[src/rtl/par_pkg.sv]
// Shared types for the parity-checked serial receiver.
//   par_byte_t  : received byte viewed as four 2-bit fields, x1 = bits[7:6], x4 = bits[1:0]
//   par_state_t : receiver FSM states
//   par_mismatch: parity check helper
package par_pkg;

   typedef struct packed {
      logic [1:0] x1;
      logic [1:0] x2;
      logic [1:0] x3;
      logic [1:0] x4;
   } par_byte_t;

   typedef enum logic [2:0] {
      IDLE,
      START,
      DATA,
      PARITY,
      STOP
   } par_state_t;

   // True when data plus received parity bit do not give the expected parity.
   function automatic logic par_mismatch(input logic [7:0] d, input logic p, input logic odd);
      return (^d ^ p) != odd;
   endfunction

endpackage

[src/rtl/par_bit_timer.sv]
// Bit-period timer for par_rx.
//   clk       : clock
//   rst       : asynchronous active-high reset
//   clr       : restart the count from zero on the next edge
//   half_tick : CLKS_PER_BIT/2 cycles have elapsed since the last clear
//   full_tick : CLKS_PER_BIT cycles have elapsed since the last clear
module par_bit_timer #(
   parameter int CLKS_PER_BIT = 4
) (
   input  logic clk,
   input  logic rst,
   input  logic clr,
   output logic half_tick,
   output logic full_tick
);

   localparam int CW = (CLKS_PER_BIT > 2) ? $clog2(CLKS_PER_BIT) : 1;
   localparam logic [CW-1:0] HALF_LAST = CW'(CLKS_PER_BIT / 2 - 1);
   localparam logic [CW-1:0] FULL_LAST = CW'(CLKS_PER_BIT - 1);

   logic [CW-1:0] cnt;

   always_ff @(posedge clk or posedge rst) begin
      if (rst)
         cnt <= '0;
      else if (clr)
         cnt <= '0;
      else
         cnt <= cnt + 1'b1;
   end

   assign half_tick = (cnt == HALF_LAST);
   assign full_tick = (cnt == FULL_LAST);

endmodule

[src/rtl/par_rx.sv]
// Serial receiver: start bit, 8 data bits LSB first, parity bit, stop bit.
//   clk        : clock, rising edge
//   rst        : asynchronous active-high reset
//   rx         : serial line, idle high
//   data       : received byte
//   valid      : data and flags available
//   ready      : consumer takes the byte when valid && ready
//   parity_err : parity mismatch (qualified by valid)
//   all_ones   : &data (qualified by valid)
//   frame_err  : stop bit sampled low (qualified by valid)
//   overrun    : sticky, a frame completed while the previous byte was still unread
module par_rx
   import par_pkg::*;
#(
   parameter int CLKS_PER_BIT = 4,
   parameter int ODD_PARITY   = 0
) (
   input  logic      clk,
   input  logic      rst,
   input  logic      rx,
   output par_byte_t data,
   output logic      valid,
   input  logic      ready,
   output logic      parity_err,
   output logic      all_ones,
   output logic      frame_err,
   output logic      overrun
);

   localparam logic ODD = (ODD_PARITY != 0);

   par_state_t state, state_n;
   logic [2:0] bit_idx;
   logic [7:0] shift;
   logic       par_bit;
   logic       wait_high;
   logic       timer_clr;
   logic       smp;
   logic       half_tick, full_tick;
   logic       frame_done;
   logic       accept;

   par_bit_timer #(.CLKS_PER_BIT(CLKS_PER_BIT)) u_timer (
      .clk       (clk),
      .rst       (rst),
      .clr       (timer_clr),
      .half_tick (half_tick),
      .full_tick (full_tick)
   );

   // Timer is held cleared in IDLE so the START half-period counts from the
   // edge that first sees rx low; every sample point restarts it.
   always_comb begin
      state_n   = state;
      timer_clr = 1'b0;
      smp       = 1'b0;
      case (state)
         IDLE: begin
            timer_clr = 1'b1;
            if (!wait_high && !rx)
               state_n = START;
         end
         START: begin
            if (half_tick) begin
               timer_clr = 1'b1;
               state_n   = rx ? IDLE : DATA;
            end
         end
         DATA: begin
            if (full_tick) begin
               timer_clr = 1'b1;
               smp       = 1'b1;
               if (bit_idx == 3'd7)
                  state_n = PARITY;
            end
         end
         PARITY: begin
            if (full_tick) begin
               timer_clr = 1'b1;
               smp       = 1'b1;
               state_n   = STOP;
            end
         end
         STOP: begin
            if (full_tick) begin
               timer_clr = 1'b1;
               smp       = 1'b1;
               state_n   = IDLE;
            end
         end
         default: state_n = IDLE;
      endcase
   end

   assign frame_done = smp && (state == STOP);
   assign accept     = valid && ready;

   always_ff @(posedge clk or posedge rst) begin
      if (rst) begin
         state      <= IDLE;
         bit_idx    <= '0;
         shift      <= '0;
         par_bit    <= 1'b0;
         wait_high  <= 1'b0;
         data       <= '0;
         valid      <= 1'b0;
         parity_err <= 1'b0;
         all_ones   <= 1'b0;
         frame_err  <= 1'b0;
         overrun    <= 1'b0;
      end else begin
         state <= state_n;

         // After a low stop bit the line must return high before a new start.
         if (state == IDLE && rx)
            wait_high <= 1'b0;

         if (smp) begin
            case (state)
               DATA: begin
                  shift   <= {rx, shift[7:1]};
                  bit_idx <= bit_idx + 3'd1;
               end
               PARITY: par_bit <= rx;
               STOP:   wait_high <= !rx;
               default: ;
            endcase
         end

         // A completing frame may replace the output only if the slot is empty
         // or being drained this cycle; otherwise the old byte is kept.
         if (frame_done) begin
            if (!valid || accept) begin
               data       <= par_byte_t'(shift);
               parity_err <= par_mismatch(shift, par_bit, ODD);
               all_ones   <= &shift;
               frame_err  <= !rx;
               valid      <= 1'b1;
            end else begin
               overrun <= 1'b1;
            end
         end else if (accept) begin
            valid <= 1'b0;
         end
      end
   end

endmodule

[config.mk]
export PLATFORM = sky130hd
export DESIGN_NAME = par_rx
export DESIGN_NICKNAME = d
export VERILOG_FILES = /design/src/rtl/par_pkg.sv /design/src/rtl/par_bit_timer.sv /design/src/rtl/par_rx.sv
export SDC_FILE = /design/constraint.sdc
export NUM_CORES = 1
export LEC_CHECK = 0
export ABC_CLOCK_PERIOD_IN_PS = 2980
export CORE_ASPECT_RATIO = 1.2
export CORE_MARGIN = 3
export CORE_UTILIZATION = 50
export DETAILED_ROUTE_END_ITERATION = 16
export PLACE_DENSITY = 0.69
export SYNTH_ARGS = -nofsm -noshare
export SYNTH_HDL_FRONTEND = slang
export SYNTH_HIERARCHICAL = 1
export SYNTH_SLANG_ARGS = --single-unit
[constraint.sdc]
create_clock -name clk -period 2.98 [get_ports clk]
set_clock_uncertainty 0.2 [all_clocks]
set_input_delay 0.745 -clock clk [delete_from_list [all_inputs] [get_ports clk]]
set_output_delay 0.745 -clock clk [all_outputs]
set_load 0.05 [all_outputs]
==> key figures <==
Critical path
  – Largest fanout on the critical path: 2
  – Crit. End Element: output port
  – Sort of element at the start of the critical path: register
  – Required time reported for the critical path endpoint: 2.04 ns
  – Kind of critical path: register to output port
  – Buffers plus inverters on the worst setup path: 1
  – R2R depth: 4
  – CP top delay family: buffers and inverters
  – Slowest cell delay on critical path: 0.81 ns
  – Slowest stage cell, crit path: clkdlybuf4s50_1
  – CP Depth: 1
  – CP arrival: 1.51 ns
  – Crit path cell chain: clkdlybuf4s50_1

Yosys
  – Syn Area/Cell: 12.9 um^2
  – Proportion of synthesized chip area in sequential cells: 52.3%
  – Yosys warnings: 6
  – Count of mapped cells out of synthesis: 115
  – Number of nets in the synthesized netlist: 127
  – Count of flip-flops with a built-in enable after synthesis: 0
  – Main synth FF type: dfrtp_1
  – Cell area after technology mapping: 1480 um^2
  – Largest cells by area after synthesis: dfrtp_1 52%, mux2_2 11%, ha_1 6.7%
  – Post-synthesis cell type with the largest combined area: dfrtp_1
  – Total of flip-flops plus latches after synthesis: 31
  – Share of synthesized flip-flops with an asynchronous set or reset: 100%
  – Count of distinct cell types in the synthesized netlist: 31
  – Portion of synthesized cell area occupied by the leading cell type: 52.3%

Route
  – Avg Vias per Cell: 5.19
  – Routed via count: 872
  – Drt wl/cell: 12.9 um
  – Routed Wire Length: 2.16 mm
  – Remaining antenna violation count after routing: 0
  – Iteration-0 DRC count of the detailed router: 9
  – Post-detailed-route DRC marker count: 0
  – TritonRoute pass-1 iters: 2

GRT
  – Global-route congestion overflow total: 0
  – Global routing usage summed across all routing layers: 14.5%
  – Global-route wire length before repair: 3.92 mm
  – Number of antenna violations at the first check in global routing: 0
  – Global-route track usage on met2: 24.6%
  – GRT met1 Usage: 15.2%
  – Fraction of met3 tracks used by global routing: 5.89%
  – Via count of the first global-routing pass: 877
  – Most utilized layer in the global route result: met2
  – Pin count of the biggest net entering global routing: 30

Layout
  – Layout cell share with drive strength beyond 1: 23.9%
  – Most frequent cells in the layout: 31 x dfrtp_1, 16 x clkdlybuf4s50_1, 15 x mux2_2
  – ANT cells: 0
  – Final instance count without filler cells: 168
  – Net count of the finished layout: 145
  – Area Overhead vs Synth: 15.9%
  – Final core utilization: 61.2%
  – Most common library cell in the layout ignoring fill and taps: dfrtp_1

Clocking
  – Max H-tree Level: 2
  – Number of sinks driven by the clock tree: 31
  – Clock transition at path regs: 0.10 ns
  – Resized cells post-CTS: 0
  – CTS Buf Count: 5
  – Number of buffers inserted by post-CTS setup repair: 0
  – Clock Tree Root: clkbuf_4
  – Count of hold-fix buffers inserted at cts: 0
  – Clock tree from TritonCTS: built
  – Clock latency at the later pin of the worst-skew pair: 0.33 ns
  – Clock Path Buffers: 2

Timing
  – Fmax: 0.408 GHz
  – Fin worst setup slack: 0.527 ns
  – Shortest clock period the worst path allows after layout: 2.45 ns
  – Relative slew slack: 63.2%
  – Worst-Margin Slew: 0.550 ns
  – Final-report max-slew violation count: 0
  – Portion of the clock cycle consumed by the worst path in the final layout: 82.3%
  – Fin Setup TNS: 0 ns
  – RSZ-0062 raised after global routing: no
  – Final setup violating endpoints: 0
  – Number of hold violations in the final report: 0

Floorplan
  – Height of the chip: 65.7 um
  – Effective utilization at floorplan: 52.8%
  – Number of primary I/O pins: 17
  – Row count: 21
  – Die footprint: 3660 um^2
  – Core area: 2810 um^2
  – Die X: 55.7 um

Placement
  – HPWL Detailed: 1.58 mm
  – Post-Place Setup Slack: 0.628 ns
  – Final weighted congestion in routability-driven placement: 0.769
  – Cell count after placement: 160
  – Port Buffer Count: 16

Status
  – Status: completed

Power
  – Static power due to leakage: 0.810 nW
  – Ratio of total power to cell area: 758 nW/um^2
  – VDD IR-drop max: 573 uV

Job
  – Max_cap viols: 0

Hold path
  – Path class of the lowest-slack min-delay path: register to register
  – Cell count of the worst hold path: 1
## per-layer routing
layer	share of wire [%]	wire (um)	vias to the layer above
met3	4.7	101	6
met5	0	0	-
met4	2.5	54	0
met2	50	1070	15
met1	43	929	416
li1	-	-	435
## kinds of logic after synthesis
family                   count (synthesis)  share of synthesized area, %
AO/OA/AOI/OAI                           16                          6.41
XOR/XNOR                                 5                          2.95
multiplexers                            19                          15.4
buffers and inverters                   13                          5.82
flip-flops                              31                          52.3
adder cells (fa/ha/maj)                  8                          6.75
AND/OR/NAND/NOR                         23                          10.4
## report_power, final
group          internal, W  total (W)  switching [W]
Sequential        0.000491   0.000588      0.0000973
Clock             0.000198   0.000341       0.000143
Combinational     0.000182   0.000375       0.000193
Total             0.000871    0.00130       0.000433
## sequential cells by signal, summed over array words and instances, names as in the netlist
signal,flops
state,3
valid,1
u_timer/cnt,2
par_bit,1
shift,8
overrun,1
wait_high,1
parity_err,1
data,8
frame_err,1
all_ones,1
bit_idx,3
## final cells by class
class | instances | area [um^2]
repair buffers | 17 | 168
inverters | 7 | 26.3
clock buffers | 6 | 51.3
well taps | 34 | 42.5
flip-flops and latches | 31 | 776
multi-input cells | 71 | 622
clock inverters | 2 | 35.0
fillers | 221 | 1090
## per-stage QoR
stage	power [W]	hold slack [ns]	area, um^2
2_1_floorplan	0.000927	0.239	1480
3_3_place_gp	0.000965	0.254	1630
3_5_place_dp	0.000983	0.269	1630
4_1_cts	0.00133	0.285	1720
5_1_grt	0.00140	0.301	1720
6_report	0.00130	0.280	1720
## path summary, 6_finish.rpt
check                                      end      startpoint  slack [ns]
worst min-delay path                bit_idx[0]      bit_idx[0]        0.28
worst max-delay path                   data[3]         data[3]        0.53
min in group asynchronous       u_timer/cnt[1]             rst        0.38
worst min register to register      bit_idx[0]      bit_idx[0]        0.28
max in group asynchronous              data[6]             rst        1.70
worst max register to register        shift[6]  u_timer/cnt[0]        0.84
## Yosys cell counts, types with 2 or more instances
| master | count |
|---|---|
| ha_1 | 8 |
| buf_6 | 3 |
| nand2_1 | 9 |
| xor2_1 | 2 |
| a21oi_1 | 4 |
| mux2_4 | 4 |
| o22ai_1 | 2 |
| nor2_1 | 3 |
| inv_1 | 7 |
| nand2b_1 | 2 |
| o21ai_0 | 5 |
| xnor2_1 | 3 |
| dfrtp_1 | 31 |
| mux2_2 | 15 |
Note: power is estimated with default switching activity, not from simulation.
